[src/rtl/serdes_drp_responder.sv]
// rtl/serdes_drp_responder.sv - DRP target with programmable ready latency and a 16-bit register bank
// Flags initiator protocol violations (DRPEN while a transaction is still in flight).
module serdes_drp_responder #(
   parameter int          C_DEPTH       = 64,
   parameter int          C_RDY_LATENCY = 4,
   parameter logic [15:0] C_OOR_DATA    = 16'hDEAD,
   parameter logic [9:0]  C_RO_ADDR     = 10'h000
) (
   input  logic        I_drp_clk,
   input  logic        I_drp_rst,
   input  logic        I_drpen,
   input  logic        I_drpwe,
   input  logic [9:0]  I_drpaddr,
   input  logic [15:0] I_drpdi,
   output logic        O_drprdy,
   output logic [15:0] O_drpdo,
   input  logic [15:0] I_ro_status,
   output logic        O_wr_strobe,
   output logic [9:0]  O_wr_addr,
   output logic [15:0] O_wr_data,
   output logic        O_err_sticky,
   output logic [7:0]  O_err_cnt
);

   localparam int AW = (C_DEPTH > 1) ? $clog2(C_DEPTH) : 1;
   localparam logic [3:0] C_CNT_LOAD = 4'(C_RDY_LATENCY - 1);

   typedef enum logic [1:0] {
      S_IDLE = 2'd0,
      S_BUSY = 2'd1,
      S_RESP = 2'd2
   } state_t;

   state_t      r_state;
   state_t      w_next;
   logic [3:0]  r_cnt;
   logic [3:0]  w_cnt_next;
   logic        r_we;
   logic [9:0]  r_addr;
   logic [15:0] r_di;
   logic [15:0] r_bank [C_DEPTH];

   logic        w_accept;
   logic        w_complete;
   logic        w_busy_en;
   logic        w_c_we;
   logic [9:0]  w_c_addr;
   logic [15:0] w_c_di;
   logic [AW-1:0] w_c_idx;
   logic        w_c_in_range;
   logic        w_c_ro;
   logic        w_commit;
   logic [15:0] w_rd_data;

   always_comb begin
      w_next     = r_state;
      w_cnt_next = r_cnt;
      w_accept   = 1'b0;
      w_complete = 1'b0;
      w_busy_en  = 1'b0;
      case (r_state)
         S_IDLE, S_RESP: begin
            if (I_drpen) begin
               w_accept   = 1'b1;
               w_cnt_next = C_CNT_LOAD;
               if (C_RDY_LATENCY == 1) begin
                  w_next     = S_RESP;
                  w_complete = 1'b1;
               end else begin
                  w_next = S_BUSY;
               end
            end else begin
               w_next = S_IDLE;
            end
         end
         S_BUSY: begin
            w_busy_en = I_drpen;
            if (r_cnt == 4'd1) begin
               w_next     = S_RESP;
               w_complete = 1'b1;
            end else begin
               w_cnt_next = r_cnt - 4'd1;
            end
         end
         default: w_next = S_IDLE;
      endcase
   end

   // With a latency of 1 the transaction completes on the same edge that accepts it,
   // so the completing fields come straight from the inputs instead of the capture regs.
   always_comb begin
      if (r_state == S_BUSY) begin
         w_c_we   = r_we;
         w_c_addr = r_addr;
         w_c_di   = r_di;
      end else begin
         w_c_we   = I_drpwe;
         w_c_addr = I_drpaddr;
         w_c_di   = I_drpdi;
      end
   end

   assign w_c_idx      = w_c_addr[AW-1:0];
   assign w_c_in_range = (32'(w_c_addr) < C_DEPTH);
   assign w_c_ro       = (w_c_addr == C_RO_ADDR);
   assign w_commit     = w_complete && w_c_we && w_c_in_range && !w_c_ro;
   assign w_rd_data    = w_c_ro ? I_ro_status :
                         (!w_c_in_range ? C_OOR_DATA : r_bank[w_c_idx]);

   always_ff @(posedge I_drp_clk or posedge I_drp_rst) begin
      if (I_drp_rst) begin
         r_state      <= S_IDLE;
         r_cnt        <= 4'd0;
         r_we         <= 1'b0;
         r_addr       <= 10'd0;
         r_di         <= 16'd0;
         O_drprdy     <= 1'b0;
         O_drpdo      <= 16'd0;
         O_wr_strobe  <= 1'b0;
         O_wr_addr    <= 10'd0;
         O_wr_data    <= 16'd0;
         O_err_sticky <= 1'b0;
         O_err_cnt    <= 8'd0;
         for (int i = 0; i < C_DEPTH; i++) begin
            r_bank[i] <= 16'd0;
         end
      end else begin
         r_state     <= w_next;
         r_cnt       <= w_cnt_next;
         O_drprdy    <= w_complete;
         O_wr_strobe <= w_commit;
         if (w_accept) begin
            r_we   <= I_drpwe;
            r_addr <= I_drpaddr;
            r_di   <= I_drpdi;
         end
         if (w_commit) begin
            r_bank[w_c_idx] <= w_c_di;
            O_wr_addr       <= w_c_addr;
            O_wr_data       <= w_c_di;
         end
         if (w_complete && !w_c_we) begin
            O_drpdo <= w_rd_data;
         end
         if (w_busy_en) begin
            O_err_sticky <= 1'b1;
            if (O_err_cnt != 8'hFF) begin
               O_err_cnt <= O_err_cnt + 8'd1;
            end
         end
      end
   end

endmodule
[config.mk]
export PLATFORM = sky130hd
export DESIGN_NAME = serdes_drp_responder
export DESIGN_NICKNAME = d
export VERILOG_FILES = /design/src/rtl/serdes_drp_responder.sv
export SDC_FILE = /design/constraint.sdc
export NUM_CORES = 2
export LEC_CHECK = 0
export ABC_AREA = 0
export BUFFER_PORTS_ARGS = -buffer_cell sky130_fd_sc_hd__buf_2
export CELL_PAD_IN_SITES_DETAIL_PLACEMENT = 0
export CELL_PAD_IN_SITES_GLOBAL_PLACEMENT = 1
export CORE_ASPECT_RATIO = 1.25
export CORE_MARGIN = 10
export CORE_UTILIZATION = 40
export DETAILED_ROUTE_END_ITERATION = 8
export PLACE_DENSITY = 0.67
export SKIP_LAST_GASP = 1
export SYNTH_ARGS = -nofsm -noshare
export SYNTH_HDL_FRONTEND = slang
export SYNTH_SLANG_ARGS = --single-unit
[constraint.sdc]
create_clock -name I_drp_clk -period 42.8 [get_ports I_drp_clk]
set_clock_uncertainty 0.1 [all_clocks]
set_input_delay 2.14 -clock I_drp_clk [delete_from_list [all_inputs] [get_ports I_drp_clk]]
set_output_delay 2.14 -clock I_drp_clk [all_outputs]
set_load 0.02 [all_outputs]
* After elaboration in Yosys (flattened, before gate mapping)
Cells that the tools add are included.
Storage, ports and cells: flip-flop bits (word level) 1110, latch bits 0, memory bits (writable) 0, ROM bits 0, input bits 46, memories kept 0
Operators by class: add/subtract/negate cells 2, multipliers 0, divide/modulo/power cells 0, magnitude comparators 3, equality and inequality tests 7, shifts and indexed selects 0, multiplexer cells 22, bitwise gates (word level) 1, reduce and logical (&&, ||, !) cells 13
Operators with widths (count):
- 1024-bit bitwise mux | 1
- 16-bit binary-select mux with 6-bit select | 1
- 16-bit demux with 6-bit select | 1
- 16-bit 2-to-1 mux | 6
- 10-bit zero test | 1
- 10-bit by 7-bit less-than comparator with 1-bit output (second input constant) | 1
- 10-bit 2-to-1 mux | 1
- 8-bit by 1-bit adder with 8-bit output (second input constant) | 1
- 4-bit 2-to-1 mux | 2
- 8-bit != test (second input constant) | 1
- 4-bit case mux with 2 select lines | 1
- 7-bit greater-or-equal comparator (second input constant) | 1
- 7-bit by 1-bit less-than comparator with 1-bit output (second input constant) | 1
- 1-bit 2-to-1 mux | 7
- 6-bit NOT with 7-bit output | 1
- 2-bit != test (second input constant) | 3
- 1-bit logical AND | 5
- 4-bit by 1-bit equality test with 1-bit output (second input constant) | 1
- 2-bit case mux with 2 select lines | 1
- 4-bit by 1-bit subtractor with 4-bit output (second input constant) | 1
- 3-bit AND reduction | 1
- 2-bit by 1-bit equality test with 1-bit output (second input constant) | 1
- 2-bit equality test (second input constant) | 1
- 1-bit zero test | 2
- 5 further kinds | 5

* Depth between registers and ports, before layout
word-level depth 8, depth in mapped cells 13

* Worst setup path before layout
No wires, ideal clock.
path type input to register, from input port I_drpaddr[0], to register r_bank[195] (netlist name), setup time 133 ps, arrival 4156 ps, path slack 38411 ps, cell stages on the path 10, buffers on the path 4, cells stage by stage clkbuf_1 nand2_1 mux2_2 nor2_1 clkbuf_1 buf_1 nand3_1 clkbuf_1 nand2_1 o21ai_0
On the way: cells in the longest elaborated chain, start to end 7, elaborated cells between the ends (all ways) 13
Ends and longest elaborated chain:
- from (decl) | RTL line 13 | input logic [9:0] I_drpaddr,
- 10-bit 2-to-1 mux (*) | RTL line 92 | if (r_state == S_BUSY) begin
- 6-bit NOT with 7-bit output (implied by the code) | RTL line 138 | r_bank[w_c_idx] <= w_c_di;
- 7-bit greater-or-equal comparator (implied by the code) or 7-bit by 1-bit less-than comparator with 1-bit output (tied branches) | RTL line 138
- 1-bit logical AND (implied by the code) | RTL line 138
- 16-bit 2-to-1 mux (implied by the code) | RTL line 138
- 16-bit demux with 6-bit select | RTL line 138
- 1024-bit bitwise mux | RTL line 138
- to (signal, indexed assignment) | RTL line 138
- to (decl) | RTL line 41 | logic [15:0] r_bank [C_DEPTH];
Mark *: on every way between the ends. The rest lies on a longest branch, timed or not. A chain may end at the register's enable or synchronous reset.

* Final worst setup path
from input port I_drpaddr[0], to register O_drpdo[13]
On the way: cells in the longest elaborated chain, start to end 7, elaborated cells between the ends (all ways) 9
Ends and longest elaborated chain:
- 10-bit 2-to-1 mux (*) | RTL line 92
- 6-bit NOT with 7-bit output (implied by the code) | RTL line 108 | (!w_c_in_range ? C_OOR_DATA : r_bank[w_c_idx]);
- 16-bit binary-select mux with 6-bit select | RTL line 108
- 16-bit 2-to-1 mux (implied by the code) (2 in a row) | RTL line 108
- 16-bit 2-to-1 mux | RTL line 108
- 16-bit 2-to-1 mux (*) | RTL line 107 | assign w_rd_data = w_c_ro ? I_ro_status :
- to (signal assigned) | RTL line 143 | O_drpdo <= w_rd_data;
- to (decl) | RTL line 16 | output logic [15:0] O_drpdo,
Mark *: on every way between the ends. The rest lies on a longest branch, timed or not. The select of a mux whose other input is x is not followed.

==> impl.org <==
** Status
- Result of the run :: complete, no violations

** Floorplanning
- Placement Rows :: 142
- Horizontal die dimension :: 331 µm
- The core region is 120000 µm².
- The die is ~410 µm tall.
- Count of pins on the block boundary :: 99
- Initial Util :: 40.3%
- The die covers 135000 µm².

** Clocking
- The longest clock path from root to sink contains 3 buffers.
- In this run, CTS created clock tree buffers numbering about 120.
- # clock sinks :: 1108
- TritonCTS clock tree :: done
- Buffers added to address setup during post-CTS repair amount to 0.
- Number of levels the H-tree was split into :: 3
- Resized cells post-CTS :: 0
- For the worst-skew pair, the clock arrives at the later sink with an insertion delay of 730 ps.
- Root Driver :: sky130_fd_sc_hd__clkbuf_16
- Clock-pin slew was measured on the worst setup and hold paths at about 70 ps.
- The number of hold buffers added after CTS was 0.

** Power
- Net switching is 43.2% of the power.
- Cell internal power was estimated by the tool at 1960 µW.
- Sequential share of power :: 33.5%
- Power spread over the standard cell area amounts to 63.8 nW/µm².
- The clock network burns 28.8% of the power.
- Switching pwr :: roughly 1500 µW
- Leak Pwr :: 0.0242 µW
- Of the total power, combinational logic draws 37.8%.
- The worst-case IR drop observed on VDD is 0.0565 mV.

** Timing
- Setup repair after global routing left no endpoint under its margin.
- Setup violators final :: 0
- For the pin with the worst max-slew slack, the measured transition is 1340 ps.
- The number of hold violations in the final report was 0.
- For the final routed database, the setup TNS stands at 0 ps.
- Subtracting the final worst setup slack from the clock period gives 6090 ps.
- In this run the tightest slew margin relative to its limit is 10.4%.
- Upper clock frequency limit :: 164 MHz
- The final max-slew violation count is 0.
- Portion of the clock cycle consumed by the worst path in the final layout :: 14.2%

** Route
- The routed layout has ~38000 vias.
- Count of routing violations after the opening detailed-route iteration :: 4275
- For this run, design rule violations remaining after detail routing come to 0.
- Routed length per placed instance :: 26.5 µm
- Using the TritonRoute via totals, the vias-per-cell ratio works out to around 5.8.
- The final layout contains routed wiring with a total length of 176000 µm.
- The count of nets left with antenna violations once routing finished came out at 0.
- Before antenna repair, the detailed router went through 9 iterations.

** Global route
- Entering global routing, the biggest net connects 152 pins.
- Wire length of the first global-routing pass :: roughly 260000 µm
- Number of global-route vias before repair :: 36587
- The initial antenna violation count came to 8.
- For this run, the total global-route usage over all layers was measured as 25.7%.
- Remaining global-route overflow :: 0

** Critical path
- Data on the critical path is required at its endpoint by 43290 ps.
- STA classifies the critical path startpoint as a primary input.
- Crit path capture type :: register
- Among all stages on the critical path, the largest delay is contributed by sky130_fd_sc_hd__nand2_1.
- Most prevalent standard cell on the critical path :: sky130_fd_sc_hd__buf_4
- The largest single stage delay on the critical path is 890 ps.
- Category of cells accounting for the largest share of critical-path delay :: buffers and inverters
- Critical path peak fanout :: 48
- The critical path goes through buf_2 > a21oi_4 > buf_4 > buf_4 > buf_4 > nand2_1 > o22a_1 > a31oi_1 > or4_1 > o31ai_1.
- Depth of the critical timing path with buffers and inverters included :: 10
- Reg2Reg Depth :: 10
- Together, buffers and inverters on the worst path number 4.
- By startpoint and endpoint, the worst setup path is classified as primary input to register.
- Crit path DAT :: 6590 ps

** Hold path
- Counting instances, the worst hold path has a depth of 0.
- Hold Crit Class :: register to register

** Yosys
- The number of nets in the synthesized netlist is between 5000 and 6000.
- Yosys mapped the design onto 77 distinct sky130hd cell types.
- Yosys synthesis warning count :: 0
- Seq cells post-synth :: between 1000 and 1500
- EDFF count, synth :: 0
- The cell count after synthesis came out at roughly 5100.
- Among all flip-flop cells after synthesis, the most frequent one is sky130_fd_sc_hd__dfrtp_1.
- Netlist Area Pre-Place :: 48300 µm²
- Sequential elements use 57.4% of the synthesized area.
- Synth Area per Inst :: 9.56 µm²
- Share of flip-flops with an asynchronous set or reset after synthesis :: 100%

** Finish
- The area growth from synthesis to layout is 11.8%.
- Of the cells placed in the final design, the portion with a size suffix greater than 1 is 11.4%.
- Count of nets after finishing :: 4999
- Total non-filler cell area in the finished layout :: 54000 µm²
- Summing all multi-input logic gate instances after layout gives 18900 µm².
- FF/Latch Area :: 27700 µm²
- The layout has 11562 filler cells.
- Layout Cells excl Fill :: between 6000 and 7000

** Placement
- Final Wtd Congestion :: 0.902
- Placement-stage cell area :: 50400 µm²
- DP Wirelength :: 107000 µm
- In this run, placement finished with an instance count of 6417.
- In this run the tool buffered the top-level ports with approximately 100 buffer cells.

** Job
- Max capacitance violation total :: 0
[registers in the layout, indices dropped and copies added (netlist names)]
| register | cells |
|---|---|
| O_err_cnt | 8 |
| O_drpdo | 16 |
| r_cnt | 4 |
| r_state | 2 |
| O_err_sticky | 1 |
| O_drprdy | 1 |
| r_bank | 1022 |
| O_wr_addr | 10 |
| O_wr_data | 16 |
| r_addr | 10 |
| O_wr_strobe | 1 |
| r_we | 1 |
| r_di | 16 |
[Yosys cell counts (all sizes together), types with 6 or more instances]
cell type / number / share of area, %
a21oi: 817 / 8.5
nor4: 8 / 0.10
mux2: 58 / 1.4
dfrtp: 1108 / 57
a32o: 13 / 0.27
a211oi: 9 / 0.14
nor2b: 11 / 0.14
a22o: 24 / 0.44
o31ai: 13 / 0.20
nand2: 635 / 5.0
o2111ai: 6 / 0.11
o22ai: 117 / 1.5
nor3: 13 / 0.13
o21ai: 370 / 3.8
mux2i: 212 / 4.4
nor2: 777 / 6.2
or4: 13 / 0.20
nand2b: 21 / 0.27
nand3: 56 / 0.65
o221ai: 9 / 0.16
a2111oi: 6 / 0.11
a31oi: 45 / 0.58
a32oi: 23 / 0.43
o22a: 17 / 0.31
buf: 230 / 2.4
xnor2: 7 / 0.13
inv: 10 / 0.078
a221oi: 7 / 0.13
and3: 15 / 0.19
nand4: 7 / 0.091
o31a: 8 / 0.15
clkbuf: 241 / 1.9
a222oi: 25 / 0.52
a22oi: 52 / 0.81
[per-layer routing]
metal / part of all wire (%) / GRT usage (%) / vias to the layer above
li1: - / - / 17332
met1: 43 / 35.2 / 19047
met2: 46 / 39.9 / 1383
met3: 6.6 / 4.25 / 349
met4: 4.5 / 10.6 / 2
met5: 0.0074 / 0 / -
[power groups by stage]
| stage | Clock, µW | Sequential, µW | Combinational, µW |
|---|---|---|---|
| floorplan | 0 | 1170 | 658 |
| detailed placement | 0 | 1170 | 1280 |
| global route | 1050 | 1160 | 1330 |
| finish | 991 | 1150 | 1300 |
| CTS | 1010 | 1150 | 1290 |
| global placement | 0 | 1170 | 1280 |
[placed cells by master, fill, tap and decap left out, drive strengths merged, types with 52 or more instances in the layout]
cell type | Yosys | layout
clkbuf | 241 | 175
nand3 | 56 | 56
nor2 | 777 | 777
a21oi | 817 | 817
buf | 230 | 252
a22oi | 52 | 52
mux2 | 58 | 58
o22ai | 117 | 117
o21ai | 370 | 370
mux2i | 212 | 212
dfrtp | 1108 | 1108
nand2 | 635 | 635
[final timing paths]
check	from	endpoint	slack, ps
worst max-delay path	I_drpaddr[0]	O_drpdo[13]	36710
worst min-delay path	r_bank[1022]	r_bank[1022]	270
worst max register to register	r_state[0]	O_drpdo[13]	37360
worst min register to register	r_bank[1022]	r_bank[1022]	270
max in group asynchronous	I_drp_rst	r_bank[687]	37200
min in group asynchronous	I_drp_rst	r_bank[94]	1450
[metrics by stage]
step | power (µW) | hold WS [ps] | setup slack, ps | util [%]
floorplan | 1830 | 324 | 9360 | -
finish | 3450 | 271 | 36710 | 45.0
CTS | 3450 | 277 | 36750 | 45.0
detailed placement | 2450 | 262 | 35980 | 42.0
global placement | 2450 | 260 | 36000 | 42.0
global route | 3540 | 291 | 36560 | 45.0
[logic make-up after synthesis]
logic type	after synthesis	synth area share, %
adder cells (fa/ha/maj)	3	0.0778
AND/OR/NAND/NOR	1586	13.4
multiplexers	270	5.76
XOR/XNOR	9	0.163
buffers and inverters	482	4.34
flip-flops	1108	57.4
AO/OA/AOI/OAI	1594	18.8
[final cells by class]
cell class,instances,area share [%]
diodes,2,0.00927
clock buffers,175,6.23
clock inverters,25,0.505
inverters,11,0.0904
multi-input cells,3462,35.0
flip-flops and latches,1108,51.3
well taps,1584,3.67
repair buffers,252,3.14
No activity file was read; power rests on OpenSTA's default activity.
